[src/rtl/preamble_detect_ctrl_if.sv]
// Correlator-facing bundle for the preamble detector: bank scores in,
// detection report and correlator clear out.
interface preamble_detect_ctrl_if #(
  parameter int BANKS      = 16,
  parameter int CORR_WIDTH = 7
);
  localparam int BANK_W = (BANKS > 1) ? $clog2(BANKS) : 1;

  logic                        enable;
  logic [CORR_WIDTH*BANKS-1:0] corr_dat;
  logic                        corr_vld;
  logic                        all_zeros;
  logic [CORR_WIDTH-1:0]       thresh;
  logic                        det_vld;
  logic [BANK_W-1:0]           det_bank;
  logic [CORR_WIDTH-1:0]       det_peak;
  logic                        corr_clr;
  logic                        busy;

  modport master (
    output enable, corr_dat, corr_vld, all_zeros, thresh,
    input  det_vld, det_bank, det_peak, corr_clr, busy
  );

  modport slave (
    input  enable, corr_dat, corr_vld, all_zeros, thresh,
    output det_vld, det_bank, det_peak, corr_clr, busy
  );
endinterface

[src/rtl/preamble_detect_ctrl.sv]
// Preamble detector: waits for silence, then finds the strongest bank over a
// window of valid samples after a threshold crossing, reports it, and holds off.
module preamble_detect_ctrl #(
  parameter int BANKS       = 16,
  parameter int CORR_WIDTH  = 7,
  parameter int PEAK_WINDOW = 8,
  parameter int HOLDOFF     = 256
) (
  input  logic                  clk,
  input  logic                  rst,
  preamble_detect_ctrl_if.slave pd
);

  localparam int               BANK_W    = (BANKS > 1) ? $clog2(BANKS) : 1;
  localparam logic [7:0]       WIN_LAST  = 8'(PEAK_WINDOW);
  localparam logic [15:0]      HOLD_LAST = 16'(HOLDOFF);

  typedef enum logic [2:0] {
    S_IDLE,
    S_ARM,
    S_SEARCH,
    S_TRACK,
    S_REPORT,
    S_HOLDOFF
  } state_e;

  state_e                state_q,    state_d;
  logic [7:0]            win_cnt_q,  win_cnt_d;
  logic [15:0]           hold_cnt_q, hold_cnt_d;
  logic [CORR_WIDTH-1:0] peak_q,     peak_d;
  logic [BANK_W-1:0]     bank_q,     bank_d;

  logic [CORR_WIDTH-1:0] max_score;
  logic [BANK_W-1:0]     max_bank;

  // Strict '>' keeps the lowest bank index on ties.
  always_comb begin
    max_score = pd.corr_dat[CORR_WIDTH-1:0];
    max_bank  = '0;
    for (int i = 1; i < BANKS; i++) begin
      if (pd.corr_dat[i*CORR_WIDTH +: CORR_WIDTH] > max_score) begin
        max_score = pd.corr_dat[i*CORR_WIDTH +: CORR_WIDTH];
        max_bank  = BANK_W'(i);
      end
    end
  end

  always_comb begin
    // NOTE: every output of this block gets a default first so no path infers a latch.
    state_d    = state_q;
    win_cnt_d  = win_cnt_q;
    hold_cnt_d = hold_cnt_q;
    peak_d     = peak_q;
    bank_d     = bank_q;

    if (!pd.enable) begin
      state_d    = S_IDLE;
      win_cnt_d  = '0;
      hold_cnt_d = '0;
    end else begin
      case (state_q)
        S_IDLE: state_d = S_ARM;

        S_ARM: begin
          if (pd.corr_vld && pd.all_zeros) state_d = S_SEARCH;
        end

        S_SEARCH: begin
          if (pd.corr_vld && (max_score >= pd.thresh)) begin
            peak_d    = max_score;
            bank_d    = max_bank;
            win_cnt_d = 8'd1;
            state_d   = (WIN_LAST == 8'd1) ? S_REPORT : S_TRACK;
          end
        end

        S_TRACK: begin
          if (pd.corr_vld) begin
            if (max_score > peak_q) begin
              peak_d = max_score;
              bank_d = max_bank;
            end
            win_cnt_d = win_cnt_q + 8'd1;
            if (win_cnt_d == WIN_LAST) state_d = S_REPORT;
          end
        end

        // corr_vld is deliberately ignored while the pulse is out.
        S_REPORT: begin
          state_d    = S_HOLDOFF;
          win_cnt_d  = '0;
          hold_cnt_d = '0;
        end

        S_HOLDOFF: begin
          if (pd.corr_vld) begin
            hold_cnt_d = hold_cnt_q + 16'd1;
            if (hold_cnt_d == HOLD_LAST) begin
              state_d    = S_ARM;
              hold_cnt_d = '0;
            end
          end
        end

        default: state_d = S_IDLE;
      endcase
    end
  end

  // NOTE: reset is synchronous here, so it wins over enable and aborts even a pending REPORT.
  always_ff @(posedge clk) begin
    // NOTE: state registers use non-blocking assignments so all flops update together.
    if (rst) begin
      state_q    <= S_IDLE;
      win_cnt_q  <= '0;
      hold_cnt_q <= '0;
      peak_q     <= '0;
      bank_q     <= '0;
    end else begin
      state_q    <= state_d;
      win_cnt_q  <= win_cnt_d;
      hold_cnt_q <= hold_cnt_d;
      peak_q     <= peak_d;
      bank_q     <= bank_d;
    end
  end

  // All outputs are decodes of registered state, never of the inputs.
  assign pd.det_vld  = (state_q == S_REPORT);
  assign pd.corr_clr = (state_q == S_REPORT);
  assign pd.busy     = (state_q == S_TRACK) || (state_q == S_REPORT) ||
                       (state_q == S_HOLDOFF);
  assign pd.det_bank = bank_q;
  assign pd.det_peak = peak_q;

endmodule

[src/flat_wrapper.sv]
// flat-port wrapper written by rule: the top's interface ports become plain ports
module preamble_detect_ctrl_flat 
#(
  parameter int BANKS       = 16,
  parameter int CORR_WIDTH  = 7,
  parameter int PEAK_WINDOW = 8,
  parameter int HOLDOFF     = 256
)
  (clk, rst, pd_enable, pd_corr_dat, pd_corr_vld, pd_all_zeros, pd_thresh, pd_det_vld, pd_det_bank, pd_det_peak, pd_corr_clr, pd_busy);
  preamble_detect_ctrl_if #(.BANKS(BANKS), .CORR_WIDTH(CORR_WIDTH)) pd_i ();
  input  logic clk;
  input  logic rst;
  input wire logic [$bits(pd_i.enable)-1:0] pd_enable;
  input wire logic [$bits(pd_i.corr_dat)-1:0] pd_corr_dat;
  input wire logic [$bits(pd_i.corr_vld)-1:0] pd_corr_vld;
  input wire logic [$bits(pd_i.all_zeros)-1:0] pd_all_zeros;
  input wire logic [$bits(pd_i.thresh)-1:0] pd_thresh;
  output wire logic [$bits(pd_i.det_vld)-1:0] pd_det_vld;
  output wire logic [$bits(pd_i.det_bank)-1:0] pd_det_bank;
  output wire logic [$bits(pd_i.det_peak)-1:0] pd_det_peak;
  output wire logic [$bits(pd_i.corr_clr)-1:0] pd_corr_clr;
  output wire logic [$bits(pd_i.busy)-1:0] pd_busy;
  assign pd_i.enable = pd_enable;
  assign pd_i.corr_dat = pd_corr_dat;
  assign pd_i.corr_vld = pd_corr_vld;
  assign pd_i.all_zeros = pd_all_zeros;
  assign pd_i.thresh = pd_thresh;
  assign pd_det_vld = pd_i.det_vld;
  assign pd_det_bank = pd_i.det_bank;
  assign pd_det_peak = pd_i.det_peak;
  assign pd_corr_clr = pd_i.corr_clr;
  assign pd_busy = pd_i.busy;
  preamble_detect_ctrl #(.BANKS(BANKS), .CORR_WIDTH(CORR_WIDTH), .PEAK_WINDOW(PEAK_WINDOW), .HOLDOFF(HOLDOFF)) u_core (.clk(clk), .rst(rst), .pd(pd_i));
endmodule
[config.mk]
export PLATFORM = sky130hd
export DESIGN_NAME = preamble_detect_ctrl_flat
export DESIGN_NICKNAME = d
export VERILOG_FILES = /design/src/rtl/preamble_detect_ctrl_if.sv /design/src/rtl/preamble_detect_ctrl.sv /design/src/flat_wrapper.sv
export SDC_FILE = /design/constraint.sdc
export NUM_CORES = 1
export LEC_CHECK = 0
export ABC_AREA = 1
export BUFFER_PORTS_ARGS = -buffer_cell sky130_fd_sc_hd__buf_2
export CAP_MARGIN = 0
export CELL_PAD_IN_SITES_DETAIL_PLACEMENT = 1
export CELL_PAD_IN_SITES_GLOBAL_PLACEMENT = 2
export CORE_UTILIZATION = 27
export DETAILED_ROUTE_END_ITERATION = 10
export PLACE_DENSITY = 0.86
export SYNTH_ARGS = -nofsm -noshare
export SYNTH_HDL_FRONTEND = slang
export SYNTH_SLANG_ARGS = --single-unit
export TNS_END_PERCENT = 20
[constraint.sdc]
create_clock -name clk -period 20.3 [get_ports clk]
set_clock_uncertainty 0.05 [all_clocks]
set_input_delay 2.03 -clock clk [delete_from_list [all_inputs] [get_ports clk]]
set_output_delay 2.03 -clock clk [all_outputs]
set_load 0.05 [all_outputs]
==> impl_summary.md <==
Status
The run finished, with violations left. The checks that failed: setup timing.

Drt
The wire length after detailed routing is 30300 µm. After the first detailed-routing iteration, the DRC count stood at 378. Using the TritonRoute via totals, the vias-per-cell ratio works out to 5.05.

The total via count in the routed design is 8842. The number of remaining DRC errors is 0. The mean routed wirelength per cell is 17.3 µm. In this run the remaining antenna-violating nets after routing total 0. The first detailed-routing pass ran for 4 iterations.

Synth
The post-synthesis cell type count is 48. After synthesis the cells add up to 6640 µm². The share of the Yosys chip area taken by registers is 11.5%. The post-synthesis average cell area is 6.42 µm².

In the synthesized netlist, mux cells make up 0% of the area. Counting flops and latches in the post-synthesis netlist gives 38. After Yosys synthesis, and, or, nand and nor cells account for 36.7% of the synthesized area. The proportion of register bits with asynchronous set or reset after synthesis is 0%.

The xor and xnor area share after synthesis is 2.11%. By area, the combinational part of the netlist is dominated by simple AND/OR/NAND/NOR gates. The synthesized-area fraction occupied by ao, oa, aoi and oai cells is 17.7%. The number of enable-type register cells in the synthesized netlist is 0. Synthesis produced 1035 cells. The Yosys step of the flow raised 0 warnings. Among all flip-flop cells after synthesis, the most frequent one is dfxtp_1. The number of nets in the synthesized netlist is 1267.

The share of synthesized cell area in full adder, half adder and majority cells is 20.4%.

Floorplanning
The die extent in x is 159 µm. For this design the top-level I/O count stands at 138. The core area is 24200 µm².

For this configuration, the core starts out at a cell density of 27.4%. The floorplan step defined a die boundary enclosing 25200 µm². The floorplan has 57 rows. The vertical die dimension is 159 µm.

Layout
For this run, the post-layout net count is 1651. The fraction of layout instances using a drive strength above 1 is 52.9%. The final design area excluding fillers is 11500 µm². The area added between synthesis and finish is 73.0%.

Critical path
The category of the most critical setup path is in -> reg. The data arrival time of the worst path is 20.94 ns. The worst setup path is captured at a flop. On the critical path, the stage with the largest delay is an instance of ha_1.

The launching element type of the critical path is a primary input. Among the stages of the critical path, the cell type that occurs most often is nand2_4. The endpoint required time on the critical path is 20.43 ns. The highest cell delay on the worst timing path is 0.32 ns.

Of all nets on the critical path, the largest fanout is 8.

GRT
For met2 alone, demand over resource in global routing was 35.7%. The number of antenna violations at the first check in global routing is 8. The first global-routing pass estimated 40700 µm of wire. Across every metal layer, demand over resource in global routing totals 19.3%. For met1 alone, demand over resource in global routing was 23.6%. The layer flagged by global routing as most heavily used is met2.

Global routing used 2.85% of the available met3 tracks. Entering global routing, the biggest net connects 21 pins. The number of global-route vias before repair is 8693. For this run the aggregate overflow at the end of global routing stands at 0.

Timing
The routed design could run at a clock period as short as 20.82 ns. The maximum frequency from static timing analysis is 0.0480 GHz. The tightest hold path in the finished design has a slack of 0.423 ns. The final period utilization is 103%.

The accumulated negative setup slack is -9.44 ns. The number of pins with negative max-slew slack in the final report is 0. The headroom to the max-slew limit is 24.4%. The transition at the pin with the smallest max-transition slack is 1.13 ns. The hold violation total from the final report is 0. Setup repair after global routing could not meet its margin everywhere.

The worst setup margin is -0.515 ns. Setup violations remaining at the end of the flow were counted as 22.

Placement
The area of placed instances is 8880 µm². The quantity of I/O buffers inserted on ports is 137. The placed wire-length estimate after detailed placement is 19900 µm.

Routability-driven placement finished with a final weighted congestion of 0.897.

CTS
In this run, post-CTS hold repair placed 0 buffers. TritonCTS built the clock tree. The clock tree root buffer cell is clkbuf_16.

The buffer depth of the longest clock path is 2. The clock latency on the worst-skew pair is 0.29 ns. After clock tree synthesis, the clock-pin slew on the worst setup and hold paths is 0.06 ns.

Counting the buffers created by CTS gives 5. Clock tree synthesis found a total of 38 sinks. The H-tree was split into 2 levels.

Hold path
The kind of path behind the tightest hold check is reg -> reg.

Run
Across the run, the number of max-cap violations was 0.
[cells in the final DEF (no fill, tap or decap), types with 3 or more instances in the layout]
cell / netlist / layout
buf_4: 5 / 227
nand2_1: 204 / 153
inv_1: 151 / 129
buf_2: 1 / 128
nand3_1: 91 / 79
ha_1: 108 / 73
nand2_2: 39 / 63
o21ai_2: 4 / 53
a21oi_1: 79 / 44
nand2_4: 15 / 42
dfxtp_1: 38 / 38
ha_4: 0 / 35
a21oi_2: 2 / 32
nor2_1: 51 / 29
nand4_1: 27 / 27
inv_2: 9 / 26
buf_6: 5 / 26
o21ai_1: 2 / 23
nand3_2: 11 / 21
nor2_4: 0 / 14
nand2_8: 2 / 14
xor2_1: 14 / 14
o21ai_4: 0 / 12
a21o_1: 11 / 11
nor3_1: 11 / 11
o21ai_0: 91 / 10
and3_4: 0 / 9
nor2_2: 1 / 9
diode_2: 0 / 8
a21oi_4: 0 / 5
inv_4: 0 / 5
and3_1: 9 / 5
clkbuf_16: 0 / 5
o21a_1: 4 / 4
nand4_4: 2 / 3
nor4_1: 3 / 3
a211oi_1: 4 / 3
[per-stage QoR]
stage	util (%)	setup WS, ns	std cells
floorplan	-	0.0107	1035
global placement	36.6	-0.965	1649
detailed placement	36.6	-1.66	1649
CTS	39.6	0.00701	1682
global route	47.3	-1.49	1749
finish	47.4	-0.515	1752
[state kept, by name, summed over array words and instances (netlist names)]
name and flops:
u_core.hold_cnt_q 16, u_core.win_cnt_q 8, u_core.pd.det_peak 7, u_core.pd.det_bank 4, u_core.state_q 3
[kinds of logic after synthesis]
family / after synthesis
simple gates: 481
fa+ha+maj: 108
compound gates: 212
flops: 38
xor+xnor: 16
buf+inv: 180
[synthesized netlist by cell type (all sizes together), types with 3 or more instances]
library cell	instances	share of area, %
nor3	11	0.83
o21ai	97	7.5
xor2	14	1.8
nand4	30	3.4
nand2	260	18
nand3	102	8.5
a211oi	4	0.45
buf	11	1.5
o31ai	3	0.34
o21a	4	0.45
ha	108	20
inv	160	9.0
dfxtp	38	11
a21o	13	1.5
and3	16	1.6
nor2	52	3.0
nor4	3	0.28
a21oi	81	6.2
clkbuf	9	1.2
[what timing repair did]
action,CTS,global route
endpoints found under the setup margin,22,22
cloned,6,7
hold endpoints to repair,0,0
buffers inserted,19,55
gates resized for setup,111,319
pin swaps,54,162
[worst paths after layout]
path | start | slack, ns | to | cells after the start
max reg2reg | u_core.hold_cnt_q[0] | 17.12 | u_core.hold_cnt_q[13] | 16
min | u_core.hold_cnt_q[3] | 0.42 | u_core.hold_cnt_q[3] | 2
min reg2reg | u_core.hold_cnt_q[3] | 0.42 | u_core.hold_cnt_q[3] | 2
max | pd_corr_dat[3] | -0.52 | u_core.state_q[2] | 143
[routing by layer]
metal  part of all wire, %  up-vias
met4                   2.5        2
met5                 0.043        -
met3                   4.0       63
li1                      -     4296
met2                    52      222
met1                    41     4259
[worst max-delay path: cells and delay by family]
kind	cells	cell delay, ns
and+or+nand+nor	69	8.15
adders and majority gates	16	4.42
AOI/OAI and AO/OA	32	3.70
buffers and inverters	26	2.56
[area by class of cell]
cell class	instances	area (µm²)
clock buffer	6	139
antenna	8	20.0
timing repair buffer	384	2690
clock inverter	2	12.5
inverter	160	613
fill	2993	12800
tap	324	405
multi-input combinational	830	6850
sequential	38	761
Power is left out: the tool's default activity adds up to more than one toggle a clock period on the data nets, which glitch-free logic cannot reach.
